[src/rtl/pixel_write_buffer.sv]
// pixel_write_buffer: clips plot strobes, buffers pixels in a FIFO and issues framebuffer writes
// Ports:
//   clk, rst_n                  clock, asynchronous active-low reset
//   in_x, in_y, in_colour       pixel from the drawing engines, valid when in_plot
//   in_ready                    FIFO not full (advisory)
//   mem_addr, mem_colour        framebuffer write (addr = y*SCREEN_W + x)
//   mem_we, mem_ready           write valid/ready handshake
//   idle                        nothing buffered or pending
//   overflow, clr_overflow      sticky on-screen drop flag and its clear
//   drop_count                  saturating count of discarded pixels (PIXEL_WRITE_BUFFER_DROP_COUNT_EN only)
module pixel_write_buffer #(
    parameter int DEPTH    = 16,
    parameter int SCREEN_W = 160,
    parameter int SCREEN_H = 120
) (
    input  logic        clk,
    input  logic        rst_n,
    input  logic [7:0]  in_x,
    input  logic [6:0]  in_y,
    input  logic [2:0]  in_colour,
    input  logic        in_plot,
    output logic        in_ready,
    output logic [14:0] mem_addr,
    output logic [2:0]  mem_colour,
    output logic        mem_we,
    input  logic        mem_ready,
    output logic        idle,
    output logic        overflow,
    input  logic        clr_overflow
`ifdef PIXEL_WRITE_BUFFER_DROP_COUNT_EN
    ,output logic [15:0] drop_count
`endif
);
    localparam int AW = $clog2(DEPTH);
    localparam int CW = $clog2(DEPTH + 1);
    localparam logic [CW-1:0] FULL = CW'(DEPTH);
    localparam logic [7:0]  W8  = 8'(SCREEN_W);
    localparam logic [6:0]  H7  = 7'(SCREEN_H);
    localparam logic [14:0] W15 = 15'(SCREEN_W);
    logic [17:0]   buf_q [DEPTH];
    logic [AW-1:0] wr_ptr, rd_ptr;
    logic [CW-1:0] count;
    logic          on_screen, full, push, pop, load, drop_full;
    logic [7:0]    head_x;
    logic [6:0]    head_y;
    logic [2:0]    head_c;
    always_comb begin
        on_screen = (in_x < W8) && (in_y < H7);
        full      = count == FULL;
        push      = in_plot && on_screen && !full;
        drop_full = in_plot && on_screen && full;
        // the output register reloads whenever it is empty or its write is being accepted
        load      = !mem_we || mem_ready;
        pop       = load && count != '0;
        {head_x, head_y, head_c} = buf_q[rd_ptr];
    end
    assign in_ready = !full;
    assign idle     = count == '0 && !mem_we;
    always_ff @(posedge clk)
        if (push) buf_q[wr_ptr] <= {in_x, in_y, in_colour};
    always_ff @(posedge clk or negedge rst_n) begin
        if (!rst_n) begin
            wr_ptr     <= '0;
            rd_ptr     <= '0;
            count      <= '0;
            mem_we     <= 1'b0;
            mem_addr   <= '0;
            mem_colour <= '0;
            overflow   <= 1'b0;
        end else begin
            if (push) wr_ptr <= wr_ptr + AW'(1);
            if (pop) rd_ptr <= rd_ptr + AW'(1);
            count <= count + CW'(push) - CW'(pop);
            if (load) mem_we <= pop;
            if (pop) begin
                mem_addr   <= {8'd0, head_y} * W15 + {7'd0, head_x};
                mem_colour <= head_c;
            end
            overflow <= drop_full | (overflow & ~clr_overflow);
        end
    end
`ifdef PIXEL_WRITE_BUFFER_DROP_COUNT_EN
    logic drop;
    assign drop = in_plot && (!on_screen || full);
    always_ff @(posedge clk or negedge rst_n) begin
        if (!rst_n)
            drop_count <= '0;
        else
            drop_count <= clr_overflow ? {15'd0, drop} :
                          (drop && drop_count != '1) ? drop_count + 16'd1 : drop_count;
    end
`endif
endmodule

[config.mk]
export PLATFORM = sky130hd
export DESIGN_NAME = pixel_write_buffer
export DESIGN_NICKNAME = d
export VERILOG_FILES = /design/src/rtl/pixel_write_buffer.sv
export SDC_FILE = /design/constraint.sdc
export NUM_CORES = 1
export LEC_CHECK = 0
export ABC_AREA = 1
export CAP_MARGIN = 40
export CORE_ASPECT_RATIO = 0.5
export CORE_MARGIN = 2
export CORE_UTILIZATION = 61
export DETAILED_ROUTE_END_ITERATION = 16
export HOLD_SLACK_MARGIN = 0.02
export PLACE_DENSITY = 0.79
export SYNTH_ARGS = -nofsm -noshare
export SYNTH_HDL_FRONTEND = slang
export SYNTH_SLANG_ARGS = --single-unit
[constraint.sdc]
create_clock -name clk -period 4.6 [get_ports clk]
set_clock_uncertainty 0.15 [all_clocks]
set_input_delay 0.69 -clock clk [delete_from_list [all_inputs] [get_ports clk]]
set_output_delay 0.69 -clock clk [all_outputs]
set_load 0.01 [all_outputs]
Word level (Yosys, flattened, before mapping)

Memories as Yosys holds them, arrays and structs flattened.
Index checks and enable logic that the tools add are counted.

Order comparisons: 2
Bitwise logic cells: 3
Reductions and logical operators: 11
Muxes and demuxes: 2
Multiply operators: 1
Add/subtract/negate cells: 5
Equal/unequal tests: 1

Operator list:

| operator                                          | count |
|---|---|
| adder 15 x 8 -> 15 bit                            | 1 |
| multiplier 7 x 3 -> 10 bit, second input constant | 1 |
| adder 4 x 1 -> 4 bit, second input constant       | 2 |
| less-than comparator 8 bit, second input constant | 1 |
| less-than comparator 7 bit, second input constant | 1 |
| logical AND 1 bit                                 | 6 |
| adder 5 x 1 -> 5 bit                              | 1 |
| == test 5 bit, second input constant              | 1 |
| zero test 5 bit                                   | 1 |
| nonzero test 5 bit                                | 1 |
| subtractor 5 x 1 -> 5 bit                         | 1 |
| zero test 1 bit                                   | 2 |
| two-way mux 1 bit                                 | 2 |
| bitwise AND 1 bit                                 | 1 |
| logical OR 1 bit                                  | 1 |
| NOT 1 bit                                         | 1 |
| bitwise OR 1 bit                                  | 1 |

Bits in registers: 33
Memories kept: 1
Output and inout bits: 22
Bits in writable memories: 288
Input bits: 23

Memory list:

| memory | depth | width | read ports | clocked after memory_dff | write ports | RTL line | RTL |
|---|---|---|---|---|---|---|---|
| buf_q  | 16    | 18    | 1          | 0                        | 1           | 40       | `logic [17:0] buf_q [DEPTH];` |

Depth between registers and ports, before layout

Gate-level depths: netlist of the first run.

Depth in word-level cells: 6
Gate-level depth with buffers: 22
Gate-level depth less buffers: 19

Worst setup path after synthesis of the first run

No wires, ideal clock.

Path type: flip-flop to flip-flop
Start: register rd_ptr[0]
End: register mem_addr[14]
Setup slack: 1,353 ps
Setup time: 65 ps
Period minus slack after synthesis: 3,247 ps
Buffers on the path: 4
Cell stages (with the launch flop): 22
Arrival time: 3,032 ps
Cells stage by stage: dfrtp_1 > buf_6 > buf_6 > buf_6 > buf_4 > o21ai_1 > o221ai_1 > nand3_1 > nand2_1 > ha_1 > ha_1 > inv_1 > fa_1 > xnor2_1 > inv_1 > nor2_1 > nand2_1 > nor2_1 > nand3_1 > nand2_1 > nand2_1 > nand2_1

Cells in the longest elaborated chain, start to end: 3

RTL lines:

| item                       | RTL line | RTL |
|---|---|---|
| from (decl)                | 41       | `logic [AW-1:0] wr_ptr, rd_ptr;` |
| from (signal assigned)     | 72       | `if (pop) rd_ptr <= rd_ptr + AW'(1);` |
| memory (16 x 18 bit) *     | -        |  |
| multiplier 7 x 3 -> 10 bit | 76       | `mem_addr <= {8'd0, head_y} * W15 + {7'd0, head_x};` |
| adder 15 x 8 -> 15 bit *   | 76       |  |
| to (signal assigned)       | 76       |  |
| to (decl)                  | 23       | `output logic [14:0] mem_addr,` |

Every way passes the cells marked *; elsewhere a longest branch is shown, timed or not.
A chain may end at the register's enable or synchronous reset.

Final worst setup path of the first run

Start: register rd_ptr[0]
End: register mem_addr[13]

Same word-level chain as after synthesis.

==> load_flow_metrics.sql, run 1 <==
INSERT INTO impl_metrics (metric_group, metric, value, unit) VALUES
('logic_synthesis', 'synth_cells', '1038', ''),
('drt', 'drt.antenna.violating_nets', '0', ''),
('global_route', 'first_global_vias', '8489', ''),
('final_layout', 'layout_cells_sized_above_1', '9.61', '%'),
('pwr', 'report.power.total', '0.0104', 'W'),
('cts', 'cts_setup_buffers', '0', ''),
('worst_setup_path', 'critical-path-top-cell-by-count', 'sky130_fd_sc_hd__nand2_1', ''),
('logic_synthesis', 'yosys-mux-area-fraction', '0', '%'),
('logic_synthesis', 'mappedNetlistArea', '13300', 'µm²'),
('die', 'core_area', '21500', 'µm²'),
('die', 'design.die.area', '23100', 'µm²'),
('timing', 'finalHoldWorstSlack', '331', 'ps'),
('timing', 'timing_max_transition_violations_final', '0', ''),
('drt', 'routed_wirelength', '31.5', 'mm'),
('pwr', 'p_clk_share', '21.0', '%'),
('global_route', 'grt.total_usage', '28.1', '%'),
('drt', 'drt-vias-per-instance', '6.20', ''),
('global_route', 'grtUsageMet2', '43.6', '%'),
('worst_setup_path', 'cp-start-kind', 'flip-flop', ''),
('worst_hold_path', 'worstHoldPathType', 'reg -> reg', ''),
('drt', 'route.vias.total', '8772', ''),
('placement', 'dp.final_hpwl', '18.5', 'mm'),
('placement', 'postPlaceCellArea', '14200', 'µm²'),
('worst_setup_path', 'timing.critical_path.slowest_cell_delay', '730', 'ps'),
('logic_synthesis', 'synth-compound-area-share', '11.1', '%'),
('cts', 'clk-insertion-delay-late', '570', 'ps'),
('logic_synthesis', 'synth_nets', '1088', ''),
('timing', 'min_period_over_period', '88.9', '%'),
('worst_setup_path', 'critical_path.startpoint', 'rd_ptr[0]$_DFFE_PN0P_', ''),
('cts', 'ctsLongestPathBuffers', '3', ''),
('job', 'drv_cap', '0', ''),
('logic_synthesis', 'synthDominantAreaCellType', 'sky130_fd_sc_hd__edfxtp_1', ''),
('placement', 'globalplace.congestion', '0.880', ''),
('run_status', 'run_status', 'finished, final reports clean', ''),
('timing', 'max_clock_freq', '245', 'MHz'),
('pwr', 'power_dens_cells', '690', 'nW/µm²'),
('cts', 'ctsResizeCount', '0', ''),
('final_layout', 'post_layout_nonfiller_instances', '1414', ''),
('timing', 'final_hold_viol_count', '0', ''),
('drt', 'post_drt_wl_per_cell', '22.3', 'µm'),
('global_route', 'grt_first_pass_wirelength', '47.8', 'mm'),
('pwr', 'power.share.sequential', '35.5', '%'),
('logic_synthesis', 'yosysSeqAreaShare', '71.2', '%'),
('placement', 'io_buffer_count', '44', ''),
('global_route', 'grt.met3_usage', '6.16', '%'),
('logic_synthesis', 'ff_latch_count_synth', '321', ''),
('placement', 'placed_cells', '1364', ''),
('logic_synthesis', 'async_reset_ff_share', '10.3', '%'),
('pwr', 'cellLeakagePower', '5.21', 'nW'),
('logic_synthesis', 'netlist-cell-type-count', '36', ''),
('logic_synthesis', 'synthesized_area_fraction_occupied_by_xor_and_xnor_cells', '1.05', '%'),
('logic_synthesis', 'synthesis.area_per_instance', '12.8', 'µm²'),
('cts', 'clock_sink_count', '321', ''),
('drt', 'drt_first_pass_iters', '6', ''),
('cts', 'maximum_level_of_the_cts_h_tree', '1', ''),
('final_layout', 'area_growth', '13.0', '%'),
('worst_setup_path', 'critical_path_peak_fanout', '109', ''),
('final_layout', 'final_net_count', '1144', ''),
('worst_setup_path', 'setup.worst_path.class', 'reg -> reg', ''),
('drt', 'detail_route.iter0.violations', '1278', ''),
('die', 'dieHeight', '108', 'µm'),
('die', 'fp-row-count', '38', ''),
('pwr', 'intPower', '0.00626', 'W'),
('logic_synthesis', 'netlist.area_leader.share', '65.0', '%'),
('cts', 'tritoncts', 'done', ''),
('logic_synthesis', 'synth-edff-count', '288', ''),
('logic_synthesis', 'synthAdderAreaFrac', '2.71', '%'),
('worst_setup_path', 'critPathBufInv', '2', ''),
('global_route', 'pin_count_of_the_biggest_net_entering_global_routing', '110', ''),
('timing', 'relSlewSlack', '50.4', '%'),
('global_route', 'global_route.usage.met1', '40.0', '%');
## per-stage QoR
stage / util, % / setup slack [ps]
after global routing: 69.8 / 209
after CTS: 69.8 / 552
final: 69.8 / 512
after detailed placement: 66.0 / 538
after floorplan: - / 1350
after global placement: 65.8 / 653
## final timing paths
path | slack (ps) | cells after the start | endpoint
worst max-delay path | 510 | 16 | mem_addr[13]$_DFFE_PN0P_
worst min-delay path | 330 | 2 | mem_addr[14]$_DFFE_PN0P_
worst max register to register | 510 | 16 | mem_addr[13]$_DFFE_PN0P_
worst min register to register | 330 | 2 | mem_addr[14]$_DFFE_PN0P_
max in group asynchronous | 3350 | 3 | rd_ptr[1]$_DFFE_PN0P_
min in group asynchronous | 460 | 2 | count[0]$_DFF_PN0_
## kinds of logic after synthesis
group,Yosys count
buffers and inverters,108
and+or+nand+nor,323
AOI/OAI and AO/OA,243
DFF,321
xor gates and xnor gates,16
adders and majority gates,27
## repair_timing
item / 4_1_cts / 5_1_grt
setup endpoints to repair: 0 / 0
endpoints found under the hold margin: 17 / 0
hold buffers: 1 / 0
## final cells by class
| class | instances | area [µm²] |
|---|---|---|
| sequential | 321 | 9480 |
| timing repair buffer | 87 | 856 |
| inverter | 48 | 185 |
| clock buffer | 38 | 727 |
| fill | 1394 | 6500 |
| clock inverter | 11 | 92.6 |
| tap | 300 | 375 |
| multi-input combinational | 609 | 3320 |
## registers in the layout, indices dropped and copies added, names as in the netlist
signal and cells:
rd_ptr 4, mem_addr 15, count 5, wr_ptr 4, overflow 1, mem_we 1, buf_q 288, mem_colour 3
## Yosys cell counts, drive strengths merged (11+ instances only)
cell type    n
o211ai      28
o221ai      41
nand2       82
xor2        12
dfrtp       33
clkbuf      22
nand3       47
ha          24
edfxtp     288
o22ai       11
nor2       188
inv         46
buf         38
o21ai      146
## routing by layer
metal	wire length [µm]	share of wire, %
met5	0	0
met3	3490	11
met2	14300	46
met4	897	2.9
met1	12700	40
## power groups by stage
stage                     logic [W]  clock network (W)  registers (W)
after global placement      0.00425                  0        0.00373
after detailed placement    0.00443                  0        0.00374
after floorplan             0.00326                  0        0.00369
after CTS                   0.00447            0.00219        0.00368
after global routing        0.00502            0.00232        0.00371
final                       0.00452            0.00218        0.00368
## tightest hold or removal path: cells and delay by family (launching register included)
kind	cells	cell delay [ps]
and+or+nand+nor	2	110
DFF	1	340
## cell usage in the layout (no fill, tap or decap), types with 4 or more instances in the layout
master	synthesis	routed
sky130_fd_sc_hd__o21ai_1	19	19
sky130_fd_sc_hd__o221ai_1	41	41
sky130_fd_sc_hd__edfxtp_1	288	288
sky130_fd_sc_hd__nand4_1	4	4
sky130_fd_sc_hd__xor2_1	12	12
sky130_fd_sc_hd__nand2_1	81	81
sky130_fd_sc_hd__nand3_1	45	45
sky130_fd_sc_hd__a31oi_1	8	8
sky130_fd_sc_hd__xnor2_1	4	4
sky130_fd_sc_hd__o21ai_0	126	126
sky130_fd_sc_hd__inv_1	41	41
sky130_fd_sc_hd__buf_4	8	35
sky130_fd_sc_hd__clkdlybuf4s50_1	0	43
sky130_fd_sc_hd__dfrtp_1	33	31
sky130_fd_sc_hd__nor2_2	3	19
sky130_fd_sc_hd__clkbuf_16	0	27
sky130_fd_sc_hd__nor2_1	185	169
sky130_fd_sc_hd__clkbuf_1	21	10
sky130_fd_sc_hd__o211ai_1	28	28
sky130_fd_sc_hd__clkinv_1	2	7
sky130_fd_sc_hd__ha_1	24	24
sky130_fd_sc_hd__o22ai_1	11	11
sky130_fd_sc_hd__a21oi_1	6	6
sky130_fd_sc_hd__inv_2	4	4
sky130_fd_sc_hd__buf_12	0	6
(Power assumes the default switching activity.)
==> inputs of run 2 (changes only) <==
PLACE_DENSITY = 0.89   (was 0.79)
==> load_flow_metrics.sql, run 2 (synthesized netlist as in run 1, its figures left out) <==
INSERT INTO impl_metrics (metric_group, metric, value, unit) VALUES
('global_route', 'grt_first_pass_wirelength', '50.8', 'mm'),
('cts', 'worst_setup_hold_path_clk_slew', '70', 'ps'),
('drt', 'post_drt_wl_per_cell', '23.8', 'µm'),
('cts', 'clock_sink_count', '321', ''),
('die', 'initial_cell_density_of_the_core', '61.8', '%'),
('worst_setup_path', 'crit_path_cell_trace', 'buf_4 > o21ai_0 > o221ai_1 > nand3_1 > nand2_1 > ha_1 > ha_1 > inv_1 > fa_1 > nor3_1 > nand2_1 > nor2_1 > nand2_1 > nand3_1 > nand3_1 > nand2_1', ''),
('final_layout', 'postLayoutCoreUtil', '69.4', '%'),
('cts', 'clk-insertion-delay-late', '560', 'ps'),
('worst_setup_path', 'r2r.worst_path.cells', '16', ''),
('drt', 'routed_wirelength', '33.6', 'mm'),
('worst_setup_path', 'r2r_start', 'rd_ptr[1]$_DFFE_PN0P_', ''),
('timing', 'tns', '0', 'ps'),
('cts', 'cts_setup_buffers', '0', ''),
('drt', 'drc', '0', ''),
('global_route', 'globalRoute.totalOverflow', '0', ''),
('placement', 'dp.final_hpwl', '18.8', 'mm'),
('die', 'floorplan.die.width', '213', 'µm'),
('final_layout', 'area_growth', '12.4', '%'),
('final_layout', 'final_net_count', '1140', ''),
('final_layout', 'final_common_cell', 'sky130_fd_sc_hd__edfxtp_1', ''),
('drt', 'drt-vias-per-instance', '6.50', ''),
('placement', 'globalplace.congestion', '0.843', ''),
('timing', 'finalHoldWorstSlack', '332', 'ps'),
('worst_setup_path', 'critPathArrivalTime', '4620', 'ps'),
('drt', 'drt_first_pass_iters', '5', ''),
('timing', 'period_minus_slack', '4280', 'ps'),
('drt', 'detail_route.iter0.violations', '1628', ''),
('final_layout', 'layout_cells_sized_above_1', '9.63', '%'),
('pwr', 'power_dens_cells', '697', 'nW/µm²'),
('worst_setup_path', 'regToRegEndpoint', 'mem_addr[13]$_DFFE_PN0P_', ''),
('cts', 'tritoncts', 'done', ''),
('final_layout', 'layout.filler_cells', '1253', ''),
('cts', 'ctsLongestPathBuffers', '3', ''),
('final_layout', 'commonest_cells_after_routing_fill_and_taps_aside', 'sky130_fd_sc_hd__edfxtp_1, sky130_fd_sc_hd__nor2_1, sky130_fd_sc_hd__o21ai_0', ''),
('cts', 'cts-buffers-inserted', '27', ''),
('cts', 'cts_root_buffer', 'sky130_fd_sc_hd__clkbuf_16', ''),
('die', 'dieHeight', '108', 'µm'),
('worst_hold_path', 'worstHoldPathType', 'reg -> reg', ''),
('final_layout', 'post_layout_nonfiller_instances', '1411', ''),
('timing', 'min_period_over_period', '93.0', '%'),
('cts', 'maximum_level_of_the_cts_h_tree', '1', ''),
('worst_setup_path', 'critical_path_peak_fanout', '90', ''),
('die', 'fp-row-count', '38', ''),
('global_route', 'first_global_vias', '9072', ''),
('global_route', 'layer_carrying_the_most_global_route_usage', 'met2', ''),
('timing', 'tightest_slew', '981', 'ps'),
('pwr', 'worst_supply_voltage_drop_on_vdd', '0.450', 'mV'),
('timing', 'layout_setup_ws', '323', 'ps'),
('global_route', 'grt.total_usage', '29.7', '%'),
('worst_setup_path', 'timing.critical_path.to', 'mem_addr[13]$_DFFE_PN0P_', ''),
('timing', 'relSlewSlack', '34.6', '%'),
('final_layout', 'regMostFlops', 'buf_q', ''),
('worst_setup_path', 'critical-path-top-cell-by-count', 'sky130_fd_sc_hd__nand2_1', ''),
('drt', 'drt.antenna.violating_nets', '0', ''),
('global_route', 'antenna_found_initial', '0', ''),
('die', 'design.die.area', '23100', 'µm²'),
('job', 'drv_cap', '0', ''),
('placement', 'io_buffer_count', '44', ''),
('placement', 'preCtsSetupSlack', '666', 'ps'),
('worst_setup_path', 'endpoint_kind', 'flip-flop', ''),
('timing', 'setup_repair_after_global_routing_missed_its_margin', 'no', ''),
('worst_setup_path', 'worst_ep_required_time', '4940', 'ps'),
('final_layout', 'largest_register_ffs', '288', ''),
('die', 'core_area', '21500', 'µm²'),
('timing', 'timing_max_transition_violations_final', '0', ''),
('timing', 'report.final.setup_viol', '0', ''),
('worst_setup_path', 'r2r_setup_slack', '320', 'ps'),
('timing', 'final_hold_viol_count', '0', ''),
('worst_setup_path', 'critical_path.startpoint', 'rd_ptr[1]$_DFFE_PN0P_', ''),
('worst_hold_path', 'min_path_cells', '2', ''),
('placement', 'placed_cells', '1360', ''),
('global_route', 'global_route.usage.met1', '38.3', '%'),
('drt', 'route.vias.total', '9165', ''),
('final_layout', 'largest_registers', 'buf_q x288, mem_addr x15, count x5', ''),
('pwr', 'cellLeakagePower', '5.18', 'nW'),
('worst_setup_path', 'cp-start-kind', 'flip-flop', ''),
('run_status', 'run_status', 'finished, final reports clean', ''),
('global_route', 'pin_count_of_the_biggest_net_entering_global_routing', '147', ''),
('global_route', 'grt.met3_usage', '6.91', '%'),
('die', 'boundary_pins', '45', ''),
('final_layout', 'antenna_cells', '0', ''),
('worst_setup_path', 'timing.critical_path.slowest_cell_delay', '760', 'ps'),
('global_route', 'grtUsageMet2', '47.7', '%'),
('timing', 'max_clock_freq', '234', 'MHz'),
('worst_setup_path', 'setup.worst_path.class', 'reg -> reg', ''),
('worst_setup_path', 'slowest_stage_cell_crit_path', 'sky130_fd_sc_hd__buf_4', '');
## run 2: changes by cell type in the layout (fill, tap and decap cells not counted)
| cell | before | now |
|---|---|---|
| sky130_fd_sc_hd__inv_6 | 1 | 3 |
| sky130_fd_sc_hd__clkinv_4 | 1 | 0 |
| sky130_fd_sc_hd__clkinvlp_4 | 0 | 1 |
| sky130_fd_sc_hd__clkinv_2 | 3 | 6 |
| sky130_fd_sc_hd__clkinv_1 | 7 | 4 |
| sky130_fd_sc_hd__buf_12 | 6 | 4 |
| sky130_fd_sc_hd__buf_4 | 35 | 34 |
| sky130_fd_sc_hd__buf_16 | 1 | 0 |
| sky130_fd_sc_hd__bufinv_16 | 1 | 0 |
## run 2: repair_timing
| action | in CTS | in global routing |
|---|---|---|
| hold endpoints to repair | 12 | 0 |
| hold buffers | 1 | 0 |
| gates resized for setup | 0 | 0 |
## run 2: metrics by stage
stage | power [W] | area, µm²
2_1_floorplan | 0.00695 | 13300
3_3_place_gp | 0.00792 | 14100
3_5_place_dp | 0.00814 | 14100
4_1_cts | 0.0103 | 15000
5_1_grt | 0.0110 | 15000
6_report | 0.0104 | 15000
## run 2: critical path, delay by kind of cell (launching register included)
family,cells,cell delay (ps)
AND/OR/NAND/NOR,9,1220
adder cells (fa/ha/maj),3,920
buffers and inverters,2,830
AO/OA/AOI/OAI,2,650
flip-flops,1,390
## run 2: worst min path at each step
stage / from / endpoint / slack [ps]
global placement: mem_addr[13]$_DFFE_PN0P_ / mem_addr[13]$_DFFE_PN0P_ / 320
CTS: mem_addr[11]$_DFFE_PN0P_ / mem_addr[11]$_DFFE_PN0P_ / 340
floorplan: rst_n / count[0]$_DFF_PN0_ / 240
global route: mem_addr[11]$_DFFE_PN0P_ / mem_addr[11]$_DFFE_PN0P_ / 360
finish: mem_addr[11]$_DFFE_PN0P_ / mem_addr[11]$_DFFE_PN0P_ / 330
detailed placement: mem_addr[11]$_DFFE_PN0P_ / mem_addr[11]$_DFFE_PN0P_ / 320
## run 2: final cells by class
type | count | area (µm²) | area share, %
Clock inverter | 12 | 82.6 | 0.552
Tap cell | 300 | 375 | 2.51
Inverter | 48 | 185 | 1.24
Timing Repair Buffer | 83 | 781 | 5.22
Clock buffer | 38 | 727 | 4.86
Multi-Input combinational cell | 609 | 3320 | 22.2
Sequential cell | 321 | 9480 | 63.4
## run 2: metal layers
metal / part of all wire [%] / up-vias
li1: - / 3893
met1: 35 / 4331
met2: 47 / 784
met3: 14 / 157
met4: 4.7 / 0
met5: 0 / -
## run 2: power by group
part           switching, W  total [W]  internal, W
clock network       0.00103    0.00215      0.00112
logic               0.00306    0.00463      0.00157
registers          0.000148    0.00365      0.00350
total               0.00424     0.0104      0.00619
==> inputs of run 3 (changes only) <==
CORE_UTILIZATION = 63   (was 61)
CTS_BUF_LIST = sky130_fd_sc_hd__clkbuf_4   (was not set)
HOLD_SLACK_MARGIN = 0.03   (was 0.02)
PLACE_DENSITY = 0.92   (was 0.89)
==> load_flow_metrics.sql, run 3 (synthesized netlist as in run 1, its figures left out) <==
INSERT INTO impl_metrics (metric_group, metric, value, unit) VALUES
('run_status', 'run_status', 'finished, final reports clean', ''),
('worst_setup_path', 'setup.worst_path.class', 'reg -> reg', ''),
('timing', 'relSlewSlack', '52.5', '%'),
('final_layout', 'final_common_cell', 'sky130_fd_sc_hd__edfxtp_1', ''),
('die', 'fp-row-count', '37', ''),
('final_layout', 'post_layout_nonfiller_instances', '1455', ''),
('pwr', 'power.share.combinational', '44.0', '%'),
('timing', 'period_minus_slack', '3890', 'ps'),
('global_route', 'first_global_vias', '9425', ''),
('timing', 'setup_repair_after_global_routing_missed_its_margin', 'no', ''),
('drt', 'routed_wirelength', '34.4', 'mm'),
('cts', 'clock_sink_count', '321', ''),
('timing', 'tightest_slew', '710', 'ps'),
('cts', 'ctsResizeCount', '0', ''),
('placement', 'io_buffer_count', '44', ''),
('pwr', 'cellLeakagePower', '5.31', 'nW'),
('worst_setup_path', 'r2r_setup_slack', '710', 'ps'),
('global_route', 'grt.total_usage', '31.4', '%'),
('pwr', 'worst_supply_voltage_drop_on_vdd', '0.494', 'mV'),
('final_layout', 'regMostFlops', 'buf_q', ''),
('die', 'dieHeight', '107', 'µm'),
('global_route', 'layer_carrying_the_most_global_route_usage', 'met2', ''),
('global_route', 'global_route.usage.met1', '39.8', '%'),
('final_layout', 'antenna_cells', '0', ''),
('worst_setup_path', 'endpoint_kind', 'flip-flop', ''),
('cts', 'worst_setup_hold_path_clk_slew', '80', 'ps'),
('drt', 'drc', '0', ''),
('worst_setup_path', 'worst_ep_required_time', '5040', 'ps'),
('pwr', 'power_dens_cells', '710', 'nW/µm²'),
('worst_setup_path', 'critPathArrivalTime', '4320', 'ps'),
('global_route', 'globalRoute.totalOverflow', '0', ''),
('global_route', 'grtUsageMet2', '50.6', '%'),
('cts', 'tritoncts', 'done', ''),
('pwr', 'report.power.total', '0.0106', 'W'),
('die', 'design.die.area', '22400', 'µm²'),
('worst_setup_path', 'r2r.worst_path.cells', '16', ''),
('timing', 'max_clock_freq', '257', 'MHz'),
('final_layout', 'postLayoutCoreUtil', '72.6', '%'),
('final_layout', 'largest_registers', 'buf_q x288, mem_addr x15, count x5', ''),
('worst_setup_path', 'critical_path_peak_fanout', '47', ''),
('worst_setup_path', 'cp-start-kind', 'flip-flop', ''),
('cts', 'maximum_level_of_the_cts_h_tree', '3', ''),
('die', 'core_area', '20600', 'µm²'),
('cts', 'cts_setup_buffers', '0', ''),
('final_layout', 'largest_register_ffs', '288', ''),
('drt', 'route.vias.total', '9371', ''),
('final_layout', 'commonest_cells_after_routing_fill_and_taps_aside', 'sky130_fd_sc_hd__edfxtp_1, sky130_fd_sc_hd__nor2_1, sky130_fd_sc_hd__o21ai_0', ''),
('drt', 'drt.antenna.violating_nets', '0', ''),
('cts', 'clk-insertion-delay-late', '710', 'ps'),
('drt', 'post_drt_wl_per_cell', '23.6', 'µm'),
('pwr', 'sw_frac_of_total', '41.2', '%'),
('cts', 'cts_root_buffer', 'sky130_fd_sc_hd__clkbuf_4', ''),
('job', 'drv_cap', '0', ''),
('die', 'boundary_pins', '45', ''),
('drt', 'drt_first_pass_iters', '6', ''),
('final_layout', 'final_net_count', '1177', ''),
('placement', 'globalplace.congestion', '0.904', ''),
('die', 'initial_cell_density_of_the_core', '64.4', '%'),
('timing', 'tns', '0', 'ps'),
('drt', 'drt-vias-per-instance', '6.44', ''),
('timing', 'final_hold_viol_count', '0', ''),
('cts', 'ctsLongestPathBuffers', '3', ''),
('global_route', 'grt.met3_usage', '8.90', '%'),
('global_route', 'grt_first_pass_wirelength', '52.1', 'mm'),
('global_route', 'antenna_found_initial', '0', ''),
('drt', 'detail_route.iter0.violations', '1499', ''),
('placement', 'placed_cells', '1328', ''),
('global_route', 'pin_count_of_the_biggest_net_entering_global_routing', '95', ''),
('final_layout', 'layout_cells_sized_above_1', '15.1', '%'),
('timing', 'report.final.setup_viol', '0', ''),
('final_layout', 'area_growth', '12.7', '%'),
('worst_hold_path', 'worstHoldPathType', 'in -> async', ''),
('pwr', 'p_clk_share', '21.7', '%'),
('final_layout', 'layout.filler_cells', '1133', ''),
('pwr', 'total_net_switching_power', '0.00438', 'W'),
('timing', 'timing_max_transition_violations_final', '0', ''),
('die', 'floorplan.die.width', '210', 'µm'),
('cts', 'cts-buffers-inserted', '69', ''),
('pwr', 'intPower', '0.00626', 'W'),
('pwr', 'power.share.sequential', '34.3', '%'),
('placement', 'dp.final_hpwl', '18.1', 'mm'),
('timing', 'min_period_over_period', '84.5', '%');
## run 3: changes by cell type in the layout (fill, tap and decap cells not counted), sizes merged
cell | previous run | this run
inv | 49 | 48
clkbuf | 38 | 108
clkinv | 10 | 15
buf | 39 | 34
bufinv | 0 | 2
## run 3: stage by stage
step | worst slack, ps | area [µm²] | hold WS (ps)
6_report | 715 | 15000 | 286
5_1_grt | 508 | 15000 | 303
4_1_cts | 889 | 15000 | 289
3_5_place_dp | 830 | 14000 | 325
3_3_place_gp | 973 | 14000 | 315
2_1_floorplan | 1350 | 13300 | 244
## run 3: timing repair
action | CTS | global route
endpoints found under the hold margin | 14 | 0
setup endpoints to repair | 0 | 0
hold buffers | 1 | 0
## run 3: cell type report
class	instances	area (µm²)	area share [%]
multi-input cells	609	3320	22.2
inverters	48	185	1.24
clock buffers	108	811	5.41
repair buffers	78	718	4.79
clock inverters	18	129	0.860
well taps	273	342	2.28
flip-flops and latches	321	9480	63.2
## run 3: power by group through the flow
stage | Sequential, W | Clock, W | Combinational [W]
after floorplan | 0.00369 | 0 | 0.00326
after global placement | 0.00368 | 0 | 0.00417
after detailed placement | 0.00370 | 0 | 0.00445
after CTS | 0.00364 | 0.00230 | 0.00457
after global routing | 0.00367 | 0.00244 | 0.00510
final | 0.00365 | 0.00231 | 0.00468
## run 3: path summary, 6_finish.rpt
| check | startpoint | to |
|---|---|---|
| hold / removal | rst_n | mem_addr[13]$_DFFE_PN0P_ |
| setup / recovery | rd_ptr[1]$_DFFE_PN0P_ | mem_addr[13]$_DFFE_PN0P_ |
| hold reg to reg | mem_addr[11]$_DFFE_PN0P_ | mem_addr[11]$_DFFE_PN0P_ |
| max in group asynchronous | rst_n | rd_ptr[0]$_DFFE_PN0P_ |
| setup reg to reg | rd_ptr[1]$_DFFE_PN0P_ | mem_addr[13]$_DFFE_PN0P_ |
| min in group clk | mem_addr[11]$_DFFE_PN0P_ | mem_addr[11]$_DFFE_PN0P_ |
## run 3: routing by layer
metal / vias to the layer above / share of wire, % / wire length [µm]
li1: 4015 / - / -
met1: 4349 / 34 / 11700
met2: 848 / 47 / 16100
met3: 159 / 15 / 5040
met4: 0 / 4.5 / 1560
met5: - / 0 / 0
## run 3: worst max-delay path: stages, from the launching register on
cell	delay, ps
sky130_fd_sc_hd__dfrtp_2	380
sky130_fd_sc_hd__buf_4	490
sky130_fd_sc_hd__buf_4	520
sky130_fd_sc_hd__o21ai_0	250
sky130_fd_sc_hd__o221ai_1	260
sky130_fd_sc_hd__nand3_1	120
sky130_fd_sc_hd__nand2_1	190
sky130_fd_sc_hd__inv_2	60
sky130_fd_sc_hd__fa_1	420
sky130_fd_sc_hd__nor2_1	130
sky130_fd_sc_hd__nor2_1	60
sky130_fd_sc_hd__nor3_1	260
sky130_fd_sc_hd__nand3_1	150
sky130_fd_sc_hd__nor2_1	110
sky130_fd_sc_hd__nand3_1	80
sky130_fd_sc_hd__nand3_1	70
sky130_fd_sc_hd__nand2_1	50
